File: config.mk
export PLATFORM = sky130hd
export DESIGN_NAME = issue_unit_scheduler
export DESIGN_NICKNAME = d
export VERILOG_FILES = /design/src/rtl/issue_pkg.sv /design/src/rtl/rr_arbiter4.sv /design/src/rtl/issue_unit_scheduler.sv
export SDC_FILE = /design/constraint.sdc
export NUM_CORES = 1
export LEC_CHECK = 0
export CAP_MARGIN = 15
export CORE_MARGIN = 3
export CORE_UTILIZATION = 47
export CTS_CLUSTER_SIZE = 10
export DETAILED_ROUTE_END_ITERATION = 6
export PLACE_DENSITY = 0.72
export SLEW_MARGIN = 10
export SYNTH_ARGS = -nofsm -noshare
export SYNTH_HDL_FRONTEND = slang
export SYNTH_SLANG_ARGS = --single-unit
File: constraint.sdc
create_clock -name clk -period 2.75 [get_ports clk]
set_input_delay 0.55 -clock clk [delete_from_list [all_inputs] [get_ports clk]]
set_output_delay 0.55 -clock clk [all_outputs]
set_load 0.03 [all_outputs]
File: src/rtl/issue_pkg.sv
// Shared definitions for the integer back-end issue scheduler.
// Unit IDs, the CDB reservation entry type and default unit latencies.
// No logic here; imported by the scheduler and its arbiter.
package issue_pkg;

  localparam logic [1:0] UNIT_INT = 2'd0;
  localparam logic [1:0] UNIT_MUL = 2'd1;
  localparam logic [1:0] UNIT_DIV = 2'd2;
  localparam logic [1:0] UNIT_LS  = 2'd3;

  localparam int DEF_INT_LAT = 1;
  localparam int DEF_MUL_LAT = 4;
  localparam int DEF_LS_LAT  = 3;
  localparam int DEF_DIV_LAT = 7;

  // One CDB cycle: whether it is claimed and by which unit.
  typedef struct packed {
    logic       valid;
    logic [1:0] id;
  } rsv_entry_t;

endpackage

File: src/rtl/rr_arbiter4.sv
// Four-way round-robin picker: first eligible requester after last_grant.
// Latency: purely combinational, zero cycles.
// Backpressure: none; a zero eligible vector simply yields a zero grant.
module rr_arbiter4 (
  input  logic [3:0] eligible,
  input  logic [1:0] last_grant,
  output logic [3:0] grant
);

  // Walk the four slots starting just after the previous winner; first hit wins.
  always_comb begin
    logic [1:0] idx;
    logic       found;
    grant = 4'b0000;
    found = 1'b0;
    idx   = 2'd0;
    for (int k = 0; k < 4; k++) begin
      idx = last_grant + 2'(k + 1);
      if (!found && eligible[idx]) begin
        grant[idx] = 1'b1;
        found      = 1'b1;
      end
    end
  end

endmodule

File: src/rtl/issue_unit_scheduler.sv
// Per-cycle issue arbiter that pre-books the CDB slot of every grant.
// Latency: grant is combinational in the request cycle; CDB select appears L_u cycles later.
// Backpressure: a queue is held off (no grant) while its CDB slot or the divider is taken.
// Optional ISSUE_SCHED_FLUSH_EN adds a flush input that kills grants and clears all state.
module issue_unit_scheduler
  import issue_pkg::*;
#(
  parameter int INT_LAT = DEF_INT_LAT,
  parameter int MUL_LAT = DEF_MUL_LAT,
  parameter int LS_LAT  = DEF_LS_LAT,
  parameter int DIV_LAT = DEF_DIV_LAT
) (
  input  logic       clk,
  input  logic       rst_n,
`ifdef ISSUE_SCHED_FLUSH_EN
  input  logic       flush,
`endif
  input  logic [3:0] queue_ready,
  output logic [3:0] issue_grant,
  output logic       div_busy,
  output logic       cdb_sel_valid,
  output logic [1:0] cdb_sel
);

  localparam int TBL_N = DIV_LAT + 1;
  localparam int CNT_W = $clog2(DIV_LAT + 1);

  // Entry i describes the CDB i cycles from now; entry 0 is the current cycle.
  rsv_entry_t       rsv_q [TBL_N];
  rsv_entry_t       rsv_d [TBL_N];
  logic [CNT_W-1:0] div_cnt_q;
  logic [CNT_W-1:0] div_cnt_d;
  logic [1:0]       last_q;
  logic [1:0]       last_d;
  logic [3:0]       elig;
  logic [3:0]       arb_grant;
  logic             flush_w;

`ifdef ISSUE_SCHED_FLUSH_EN
  assign flush_w = flush;
`else
  assign flush_w = 1'b0;
`endif

  // A unit may issue only if its future CDB slot is free (and, for div, the divider is idle).
  always_comb begin
    elig           = 4'b0000;
    elig[UNIT_INT] = queue_ready[UNIT_INT] && !rsv_q[INT_LAT].valid;
    elig[UNIT_MUL] = queue_ready[UNIT_MUL] && !rsv_q[MUL_LAT].valid;
    elig[UNIT_DIV] = queue_ready[UNIT_DIV] && !rsv_q[DIV_LAT].valid && (div_cnt_q == '0);
    elig[UNIT_LS]  = queue_ready[UNIT_LS]  && !rsv_q[LS_LAT].valid;
  end

  rr_arbiter4 u_arb (
    .eligible   (elig),
    .last_grant (last_q),
    .grant      (arb_grant)
  );

  assign issue_grant   = (rst_n && !flush_w) ? arb_grant : 4'b0000;
  assign cdb_sel_valid = rst_n && rsv_q[0].valid;
  assign cdb_sel       = rst_n ? rsv_q[0].id : 2'd0;
  assign div_busy      = rst_n && (div_cnt_q != '0);

  // Shift the reservation table, book the winner's slot, advance pointer and divider count.
  always_comb begin
    for (int i = 0; i < TBL_N - 1; i++) begin
      rsv_d[i] = rsv_q[i + 1];
    end
    rsv_d[TBL_N-1] = '0;
    last_d         = last_q;
    div_cnt_d      = div_cnt_q;
    if (div_cnt_q != '0) begin
      div_cnt_d = div_cnt_q - CNT_W'(1);
    end
    // Write index is L-1 because the table shifts by one on the same edge.
    if (issue_grant[UNIT_INT]) begin
      rsv_d[INT_LAT-1] = '{valid: 1'b1, id: UNIT_INT};
      last_d           = UNIT_INT;
    end
    if (issue_grant[UNIT_MUL]) begin
      rsv_d[MUL_LAT-1] = '{valid: 1'b1, id: UNIT_MUL};
      last_d           = UNIT_MUL;
    end
    if (issue_grant[UNIT_DIV]) begin
      rsv_d[DIV_LAT-1] = '{valid: 1'b1, id: UNIT_DIV};
      last_d           = UNIT_DIV;
      div_cnt_d        = CNT_W'(DIV_LAT - 1);
    end
    if (issue_grant[UNIT_LS]) begin
      rsv_d[LS_LAT-1] = '{valid: 1'b1, id: UNIT_LS};
      last_d          = UNIT_LS;
    end
  end

  // State register; reset and flush both drop every reservation and point at ls so int goes first.
  always_ff @(posedge clk) begin
    if (!rst_n || flush_w) begin
      for (int i = 0; i < TBL_N; i++) begin
        rsv_q[i] <= '0;
      end
      div_cnt_q <= '0;
      last_q    <= UNIT_LS;
    end else begin
      for (int i = 0; i < TBL_N; i++) begin
        rsv_q[i] <= rsv_d[i];
      end
      div_cnt_q <= div_cnt_d;
      last_q    <= last_d;
    end
  end

endmodule
==> flow_metrics.py, run 1 <==
metrics = {
    "status": {
        "outcome": "complete, but fails checks",
        "violations": "negative setup slack",
    },
    "sta": {
        "fin_skew_ns": 0.00305,
        "tightest_slew_ns": 0.304,
        "fin_ws_ns": -0.220,
        "period_needed_ns": 2.97,
        "fmax_mhz": 337,
        "rsz0062_at_grt": "true",
        "hold_viol": 0,
        "setup_viol": 4,
        "holdWs_ns": 0.446,
        "slew_violations": 0,
        "max_slew_margin_pct": 79.6,
        "fin_crit_sh_pct": 108,
    },
    "cells_and_area": {
        "antenna_cells": 0,
        "stdcell_area_sq_mm": 0.00169,
        "final_layout_size_suffix_gt1_share_pct": 40.9,
        "multiInputGateArea_sq_um": 771,
        "final_cells": 204,
        "layout.area.seq_sq_um": 404,
        "nets": 193,
        "areaGrowthSynthToFinish_pct": 46.8,
        "fillCellCount": 167,
    },
    "global_routing": {
        "grt_max_degree": 14,
        "grt_pass1_vias": 1079,
        "grt_pass1_wl_mm": 4.93,
        "antenna_found_initial": 0,
        "grt_util_all_layers_pct": 20.2,
        "grt-ovfl-total": 0,
    },
    "power_and_ir_drop": {
        "p_leak_uw": 0.000781,
        "total_power_uw": 1820,
        "p_per_area_mw_per_mm2": 1080,
        "irDropWorstVdd_v": 0.000747,
    },
    "drt": {
        "route.detailed.wl_per_inst_um": 14.2,
        "drc": 0,
        "drt_iter0_markers": 19,
        "final_antenna_net_count": 0,
        "drt_pre_antenna_iters": 4,
        "via_per_inst": 5.29,
        "finalWirelength_mm": 2.90,
        "vias": 1080,
    },
    "floorplanning": {
        "core_area_sq_mm": 0.00225,
        "io_pins": 14,
        "die_x_um": 55.4,
        "start_util_pct": 50.9,
        "die_area_sq_mm": 0.00307,
        "rows": 17,
        "die-height_um": 55.4,
    },
    "synthesis": {
        "synth-xor-area-share_pct": 0.763,
        "syn_inst": 128,
        "seq_area_frac_synth_pct": 34.9,
        "yosys-mux-area-fraction_pct": 5.66,
        "synth-compound-area-share_pct": 16.4,
        "synth.avg_cell_area_sq_um": 8.97,
        "syn-num-nets": 143,
        "synthesis.area_sq_mm": 0.00115,
        "synth_fa_ha_area_share_pct": 9.80,
        "yosysWarnings": 0,
        "async_flop_share_pct": 0,
        "synth_top_family_by_area": "simple AND/OR/NAND/NOR gates",
        "synth_edf_count": 0,
        "synth_flop_cell": "dfxtp_1",
        "synth_seq_cells": 20,
        "synth_simple_gate_area_share_pct": 26.3,
        "ys_types": 39,
    },
    "worst_setup_path": {
        "crit_fanout": 3,
        "endpoint_kind": "output port",
        "worstSetupPathType": "reg2out",
        "crit_slowest_cell": "mux4_2",
        "worst_ep_arrival_time_ns": 2.42,
        "cp_cell_sequence": "nor2_4 > ha_4 > and2_4 > mux4_2 > buf_6 > a22o_4 > a211o_1 > inv_2 > nor2_4 > buf_6",
        "crit_buf_inv": 3,
        "critPathLaunchType": "flop",
        "critPathMaxStageDelay_ns": 0.52,
        "critical-path-top-delay-family": "multiplexers",
        "required_ns": 2.20,
    },
    "clock_tree": {
        "root_buffer": "clkbuf_4",
        "clock-sinks": 20,
        "path_clk_slew_ns": 0.10,
        "cts_tree": "yes",
        "clk_latency_ns": 0.29,
        "cts_hold_buf": 0,
        "clk_path_buf_depth": 2,
        "cts_made_buffers": 3,
        "h-tree-depth": 1,
    },
    "placed_design": {
        "gp_congestion": 0.897,
        "placed_cell_area_sq_mm": 0.00153,
        "place_inst": 197,
        "port_buffers": 13,
        "hpwl_mm": 2.13,
        "place_ws_ns": -0.614,
    },
    "run": {
        "max_cap_violations": 0,
    },
    "min_path": {
        "min_path_type": "reg2reg",
    },
}
logic make-up after synthesis:
| kind of cell | after synthesis |
|---|---|
| AND/OR/NAND/NOR | 57 |
| XOR/XNOR | 1 |
| AO/OA/AOI/OAI | 21 |
| flip-flops | 20 |
| multiplexers | 4 |
| buffers and inverters | 16 |
| adder cells (fa/ha/maj) | 9 |
cells in the mapped netlist, drive strengths merged, types with 3 or more instances:
library cell / instances / area share [%]
nor2: 16 / 5.2
dfxtp: 20 / 35
inv: 11 / 3.6
nand3: 6 / 2.6
and3: 4 / 2.6
buf: 3 / 2.0
a21oi: 4 / 1.7
and2: 9 / 4.9
o211ai: 4 / 3.0
nor3: 4 / 1.7
nand2b: 3 / 1.6
nand2: 7 / 2.7
ha: 9 / 9.8
worst register-to-register path: cells and delay by family (launching register included):
family | cells | cell delay, ns
fa+ha+maj | 1 | 0.16
compound gates | 3 | 0.63
mux | 1 | 0.52
flops | 1 | 0.37
buf+inv | 2 | 0.37
simple gates | 4 | 0.32
where the power goes:
part	internal, uW	leakage [uW]	switching, uW
logic	655	0.000603	612
clock network	51.0	0.0000138	81.4
registers	379	0.000165	41.5
total	1090	0.000781	735
area by class of cell:
| type | count | area share [%] |
|---|---|---|
| tap | 28 | 2.08 |
| clock buffer | 3 | 1.34 |
| timing repair buffer | 50 | 24.5 |
| multi-input combinational | 92 | 45.7 |
| sequential | 20 | 24.0 |
| inverter | 11 | 2.45 |
per-stage QoR:
stage / setup TNS [ns] / utilization, %
after floorplan: 0 / -
after global placement: -1.83 / 67.9
after detailed placement: -2.05 / 67.9
after CTS: -0.605 / 72.9
after global routing: -1.10 / 74.8
final: -0.678 / 74.8
per-layer routing:
metal	global-route usage, %	wire length, um
met1	23.5	1240
met2	37.2	1520
met5	0	0
met4	3.82	23
met3	4.91	114
registers in the layout, summed over array words and instances (netlist names):
register,count
div_cnt_q,3
last_q,2
rsv_q,15
final timing paths:
path,from,end,slack [ns],depth (start not counted)
max reg2reg,div_cnt_q[1]$_SDFFE_PN0P_,last_q[1]$_SDFFE_PP1P_,0.29,11
max,div_cnt_q[1]$_SDFFE_PN0P_,issue_grant[3],-0.22,10
min reg2reg,rsv_q[0][8]$_SDFF_PN0_,rsv_q[0][5]$_SDFF_PN0_,0.45,1
min,rsv_q[0][8]$_SDFF_PN0_,rsv_q[0][5]$_SDFF_PN0_,0.45,1
cells in the final DEF (no fill, tap or decap), types with 2 or more instances in the layout:
cell type and instances:
dfxtp_1 17, inv_2 3, and3_1 3, buf_4 36, and2_1 8, clkbuf_4 3, nand2_2 3, a21oi_1 4
nor2_4 3, dfxtp_2 3, o211ai_1 3, nor2b_4 2, nor3_1 4, mux4_2 2, nand3_1 6, clkdlybuf4s50_1 4
dlygate4sd2_1 4, ha_1 8, nand3b_1 2, buf_6 6, nor2_1 13, nand2_1 4, o21ai_0 2, inv_1 8
nand2b_1 3
what timing repair did:
action                                  4_1_cts  5_1_grt
endpoints found under the setup margin        4        4
setup buffers                                 3        1
gates cloned                                  0        0
pin swaps                                     9        8
resized for setup                            30       10
hold endpoints to repair                      0        0
No activity file was read; power rests on OpenSTA's default activity.
==> run 2: changes to the inputs <==
GPL_TIMING_DRIVEN = 0   (was unset)
==> run 2 against run 1 <==
The flow still finishes with violations (negative setup slack); total power shrank 0.85%; die area stayed put; via count fell by 4.7%; register-to-register slack got worse by 0.11 ns; maximum frequency up 0.55%; sequential power is 7.4% higher; design area is 2.6% lower; critical path type unchanged.
==> flow_metrics.py, run 2 (synthesized netlist as in run 1, its figures left out) <==
metrics = {
    "status": {
        "outcome": "complete, but fails checks",
        "violations": "negative setup slack",
    },
    "global_routing": {
        "grt_max_degree": 12,
        "antenna_found_initial": 0,
        "grt-ovfl-total": 0,
        "grt_util_all_layers_pct": 18.8,
        "grt_pass1_vias": 993,
        "grt_pass1_wl_mm": 4.54,
    },
    "drt": {
        "drt_pre_antenna_iters": 4,
        "drc": 0,
        "final_antenna_net_count": 0,
        "finalWirelength_mm": 2.78,
        "route.detailed.wl_per_inst_um": 14.6,
        "via_per_inst": 5.39,
        "drt_iter0_markers": 26,
        "vias": 1029,
    },
    "run": {
        "max_cap_violations": 0,
    },
    "min_path": {
        "min_path_type": "reg2reg",
        "worstHoldPathCells": 1,
    },
    "placed_design": {
        "gp_congestion": 0.802,
        "place_inst": 169,
        "port_buffers": 13,
        "place_ws_ns": -1.03,
        "hpwl_mm": 1.68,
    },
    "cells_and_area": {
        "largest_reg_flops": 15,
        "antenna_cells": 0,
        "largest-register": "rsv_q",
        "layout.area.seq_sq_um": 417,
        "final_cells": 191,
        "reg_top3": "rsv_q (15), div_cnt_q (3), last_q (2)",
        "multiInputGateArea_sq_um": 807,
        "final_common_cell": "buf_4",
        "fillCellCount": 175,
        "nets": 179,
        "areaGrowthSynthToFinish_pct": 43.0,
        "mostFrequentLayoutCells": "buf_4, dfxtp_1, nor2_1, inv_1, and2_1",
        "final_layout_size_suffix_gt1_share_pct": 39.3,
    },
    "sta": {
        "fin_ws_ns": -0.204,
        "rsz0062_at_grt": "true",
        "fin_skew_ns": 0.00804,
        "period_needed_ns": 2.95,
        "fin_crit_sh_pct": 107,
        "tightest_slew_ns": 0.491,
        "hold_viol": 0,
        "slew_violations": 0,
        "fmax_mhz": 339,
        "setup_viol": 4,
        "max_slew_margin_pct": 67.3,
    },
    "power_and_ir_drop": {
        "combPwrFrac_pct": 65.9,
        "seqPwrFrac_pct": 25.1,
        "p_sw_uw": 755,
        "p_leak_uw": 0.000757,
        "p_clk_share_pct": 9.1,
        "p_per_area_mw_per_mm2": 1100,
        "irDropWorstVdd_v": 0.000805,
        "p_sw_share_pct": 41.9,
        "intPower_uw": 1050,
    },
    "floorplanning": {
        "die_area_sq_mm": 0.00307,
        "start_util_pct": 50.9,
        "die_x_um": 55.4,
        "die-height_um": 55.4,
        "io_pins": 14,
        "rows": 17,
        "core_area_sq_mm": 0.00225,
    },
    "clock_tree": {
        "clock-sinks": 20,
        "clk_path_buf_depth": 2,
        "path_clk_slew_ns": 0.11,
        "cts_made_buffers": 3,
        "clk_latency_ns": 0.29,
        "h-tree-depth": 1,
        "root_buffer": "clkbuf_4",
        "cts_tree": "yes",
        "cts_hold_buf": 0,
    },
    "worst_setup_path": {
        "reg2regPathDepth": 11,
        "worst_ep_arrival_time_ns": 2.40,
        "worstSetupPathType": "reg2out",
        "critPathLaunchType": "flop",
        "crit_fanout": 5,
        "endpoint_kind": "output port",
        "required_ns": 2.20,
    },
}
run 2: changes by cell type in the layout (fill, tap and decap cells not counted), sizes merged:
cell | previous run | this run
clkbuf | 3 | 5
dlymetal6s2s | 0 | 2
clkdlybuf4s50 | 4 | 2
buf | 42 | 26
dlygate4sd2 | 4 | 5
run 2: final timing paths:
path	from	endpoint	slack, ns
worst max-delay path	div_cnt_q[0]$_SDFFE_PP0P_	issue_grant[2]	-0.20
worst min-delay path	rsv_q[0][8]$_SDFF_PN0_	rsv_q[0][5]$_SDFF_PN0_	0.43
worst max register to register	div_cnt_q[0]$_SDFFE_PP0P_	last_q[1]$_SDFFE_PP1P_	0.18
worst min register to register	rsv_q[0][8]$_SDFF_PN0_	rsv_q[0][5]$_SDFF_PN0_	0.43
run 2: final cells by class:
type | instances | area share (%)
buffer | 1 | 0.305
clock buffer | 4 | 2.21
inverter | 11 | 2.67
multi-input combinational | 92 | 49.1
sequential | 20 | 25.4
tap | 28 | 2.13
timing repair buffer | 35 | 18.2
run 2: critical path, stage by stage, from the launching register on:
cell and delay, ns:
dfxtp_4 0.38, nor2_4 0.04, ha_4 0.16, and2_4 0.14, mux4_2 0.56, buf_6 0.17
nand2_4 0.05, o211ai_4 0.08, a221oi_4 0.29, nor2_2 0.08, buf_6 0.15
run 2: per-stage QoR:
step / total power, uW / setup TNS, ns / hold slack, ns / cell area (sq um) / utilization, %
finish: 1800 / -0.674 / 0.433 / 1640 / 72.9
detailed placement: 1240 / -4.24 / 0.419 / 1320 / 58.7
floorplan: 1050 / 0 / 0.412 / 1160 / -
CTS: 1690 / -0.900 / 0.444 / 1550 / 68.8
global route: 1930 / -1.15 / 0.461 / 1640 / 72.9
global placement: 1220 / -4.11 / 0.415 / 1320 / 58.7
run 2: what timing repair did:
item | CTS | global route
gates resized for setup | 59 | 12
gates cloned | 0 | 0
endpoints found under the setup margin | 8 | 7
buffers inserted | 15 | 7
pin swaps | 10 | 6
run 2: metal layers:
metal | share of wire, % | track usage [%] | up-vias
li1 | - | - | 513
met1 | 44 | 22.5 | 480
met2 | 52 | 32.8 | 32
met3 | 3.2 | 4.21 | 4
met4 | 0.90 | 6.60 | 0
met5 | 0 | 0 | -
run 2: power by group through the flow:
stage / sequential, uW / clock [uW] / combinational (uW)
after CTS: 451 / 169 / 1070
after global placement: 440 / 0 / 778
final: 452 / 164 / 1190
after global routing: 465 / 185 / 1280
after detailed placement: 445 / 0 / 793
after floorplan: 424 / 0 / 622
==> run 3: changes to the inputs <==
CAP_MARGIN = unset   (was 15)
CORE_MARGIN = unset   (was 3)
CORE_UTILIZATION = 49   (was 47)
PLACE_DENSITY = 0.74   (was 0.72)
==> run 3 against run 2 <==
The flow still finishes with violations (negative setup slack); maximum frequency decreased by 0.99%; sequential power about the same; routed wire length decreased by 1.3%; clock power increased by 42%; die area decreased by 17%; register-to-register slack improved by 0.02 ns; clock skew decreased by 0.0020 ns; first-iteration DRC count decreased by 38%; design area decreased by 2.7%; utilization decreased by 0.58 points; via count increased by 1.4%; setup slack got worse by 0.030 ns; critical path type unchanged; largest power group unchanged; highest routed layer unchanged.
==> flow_metrics.py, run 3 (synthesized netlist as in run 1, its figures left out) <==
metrics = {
    "floorplanning": {
        "die-height_um": 50.4,
        "die_x_um": 50.4,
        "die_area_sq_mm": 0.00254,
        "io_pins": 14,
        "start_util_pct": 51.9,
        "core_area_sq_mm": 0.00221,
        "rows": 17,
    },
    "worst_setup_path": {
        "worst_ep_arrival_time_ns": 2.43,
        "worst_path_most_repeated_cell": "nor2_4",
        "r2r_slack_ns": 0.20,
        "rr_startpoint": "div_cnt_q[0]$_SDFFE_PP0P_",
        "crit_fanout": 5,
        "endpoint_kind": "output port",
        "worstSetupPathType": "reg2out",
        "cp_cell_sequence": "nor2_4 > ha_4 > and2_4 > mux4_2 > a22o_4 > a211o_4 > inv_4 > nor2_4 > buf_6",
        "crit_slowest_cell": "mux4_2",
        "r2r_end": "last_q[1]$_SDFFE_PP1P_",
        "reg2regPathDepth": 11,
        "critPathMaxStageDelay_ns": 0.57,
        "required_ns": 2.20,
        "critPathLaunchType": "flop",
    },
    "clock_tree": {
        "root_buffer": "clkbuf_4",
        "path_clk_slew_ns": 0.11,
        "clk_path_buf_depth": 2,
        "cts_tree": "yes",
        "cts_made_buffers": 3,
        "clock-sinks": 20,
        "h-tree-depth": 1,
        "clk_latency_ns": 0.30,
        "cts_hold_buf": 0,
    },
    "cells_and_area": {
        "areaGrowthSynthToFinish_pct": 39.2,
        "fillCellCount": 175,
        "antenna_cells": 0,
        "nets": 175,
        "multiInputGateArea_sq_um": 787,
        "final_layout_size_suffix_gt1_share_pct": 35.8,
        "largest_reg_flops": 15,
        "layout.area.seq_sq_um": 412,
        "stdcell_area_sq_mm": 0.00160,
        "mostFrequentLayoutCells": "buf_4, dfxtp_1, nor2_1, inv_1, and2_1",
        "final_common_cell": "buf_4",
        "reg_top3": "rsv_q (15), div_cnt_q (3), last_q (2)",
        "largest-register": "rsv_q",
    },
    "power_and_ir_drop": {
        "irDropWorstVdd_v": 0.000795,
        "p_per_area_mw_per_mm2": 1140,
        "p_sw_uw": 741,
        "seqPwrFrac_pct": 24.9,
        "p_leak_uw": 0.000759,
        "p_clk_share_pct": 12.7,
        "combPwrFrac_pct": 62.4,
        "intPower_uw": 1090,
        "p_sw_share_pct": 40.5,
    },
    "drt": {
        "finalWirelength_mm": 2.75,
        "drt_iter0_markers": 16,
        "drt_pre_antenna_iters": 4,
        "drc": 0,
        "route.detailed.wl_per_inst_um": 14.7,
        "via_per_inst": 5.58,
        "vias": 1043,
        "final_antenna_net_count": 0,
    },
    "run": {
        "max_cap_violations": 0,
    },
    "status": {
        "violations": "negative setup slack",
        "outcome": "complete, but fails checks",
    },
    "global_routing": {
        "grt_util_all_layers_pct": 24.2,
        "met2_usage_pct": 44.2,
        "top_usage_layer": "met2",
        "grt_pass1_wl_mm": 4.68,
        "grt-ovfl-total": 0,
        "grt_pass1_vias": 1033,
        "use_met1_pct": 30.1,
        "antenna_found_initial": 0,
        "met3_usage_pct": 4.55,
        "grt_max_degree": 13,
    },
    "placed_design": {
        "placed_cell_area_sq_mm": 0.00132,
        "port_buffers": 13,
        "gp_congestion": 0.841,
        "hpwl_mm": 1.74,
    },
    "sta": {
        "fin_ws_ns": -0.233,
        "fin_crit_sh_pct": 108,
        "fin_skew_ns": 0.00609,
        "holdWs_ns": 0.444,
        "slew_violations": 0,
        "tightest_slew_ns": 0.479,
        "max_slew_margin_pct": 68.0,
        "setup_viol": 4,
        "rsz0062_at_grt": "true",
        "finalSetupTns_ns": -0.667,
        "fmax_mhz": 335,
        "period_needed_ns": 2.98,
        "hold_viol": 0,
    },
    "min_path": {
        "holdPathEnd": "rsv_q[1][5]$_SDFF_PN0_",
        "worstHoldPathCells": 1,
        "min_path_type": "reg2reg",
        "hold_path_startpoint": "rsv_q[1][7]$_SDFF_PN0_",
    },
}
## run 3: cell type report
class | count | share of cell area (%)
Inverter | 11 | 2.74
Buffer | 2 | 0.548
Clock inverter | 1 | 1.88
Sequential cell | 20 | 25.7
Clock buffer | 3 | 1.41
Tap cell | 28 | 2.19
Timing Repair Buffer | 30 | 16.3
Multi-Input combinational cell | 92 | 49.2
## run 3: worst max-delay path by stage
stage	startpoint	slack, ns	cells past startpoint	endpoint
2_1_floorplan	div_cnt_q[0]$_SDFFE_PP0P_	0.01	10	issue_grant[3]
3_3_place_gp	queue_ready[2]	-1.02	9	issue_grant[3]
3_5_place_dp	queue_ready[2]	-1.08	9	issue_grant[3]
4_1_cts	div_cnt_q[0]$_SDFFE_PP0P_	-0.31	10	issue_grant[3]
5_1_grt	div_cnt_q[0]$_SDFFE_PP0P_	-0.29	9	issue_grant[3]
6_report	div_cnt_q[0]$_SDFFE_PP0P_	-0.23	9	issue_grant[3]
## run 3: metrics by stage
step | power, uW | utilization (%) | std cells | worst slack (ns)
2_1_floorplan | 1050 | - | 128 | 0.0114
3_3_place_gp | 1220 | 59.8 | 169 | -1.02
3_5_place_dp | 1250 | 59.8 | 169 | -1.08
4_1_cts | 1750 | 70.0 | 185 | -0.306
5_1_grt | 1940 | 72.3 | 187 | -0.293
6_report | 1830 | 72.3 | 187 | -0.233
## run 3: power groups by stage
stage               logic [uW]  registers, uW  clock network (uW)
finish                    1140            454                 233
global placement           778            440                   0
CTS                       1060            448                 237
global route              1230            467                 251
detailed placement         803            446                   0
floorplan                  622            424                   0
## run 3: timing repair
item | CTS | global route
setup endpoints to repair | 8 | 7
pin swaps | 10 | 10
gates resized for setup | 56 | 9
setup buffers | 13 | 4
## run 3: layer usage
| metal | vias to the layer above | share of wire [%] |
|---|---|---|
| met3 | 2 | 4.7 |
| met1 | 508 | 42 |
| met5 | - | 0 |
| met2 | 27 | 53 |
| met4 | 0 | 0.36 |
| li1 | 506 | - |
## run 3: worst max-delay path: cells and delay by family (launching register included)
family	cells	cell delay, ns
buf+inv	2	0.22
simple gates	3	0.22
fa+ha+maj	1	0.17
flops	1	0.37
mux	1	0.57
compound gates	2	0.59
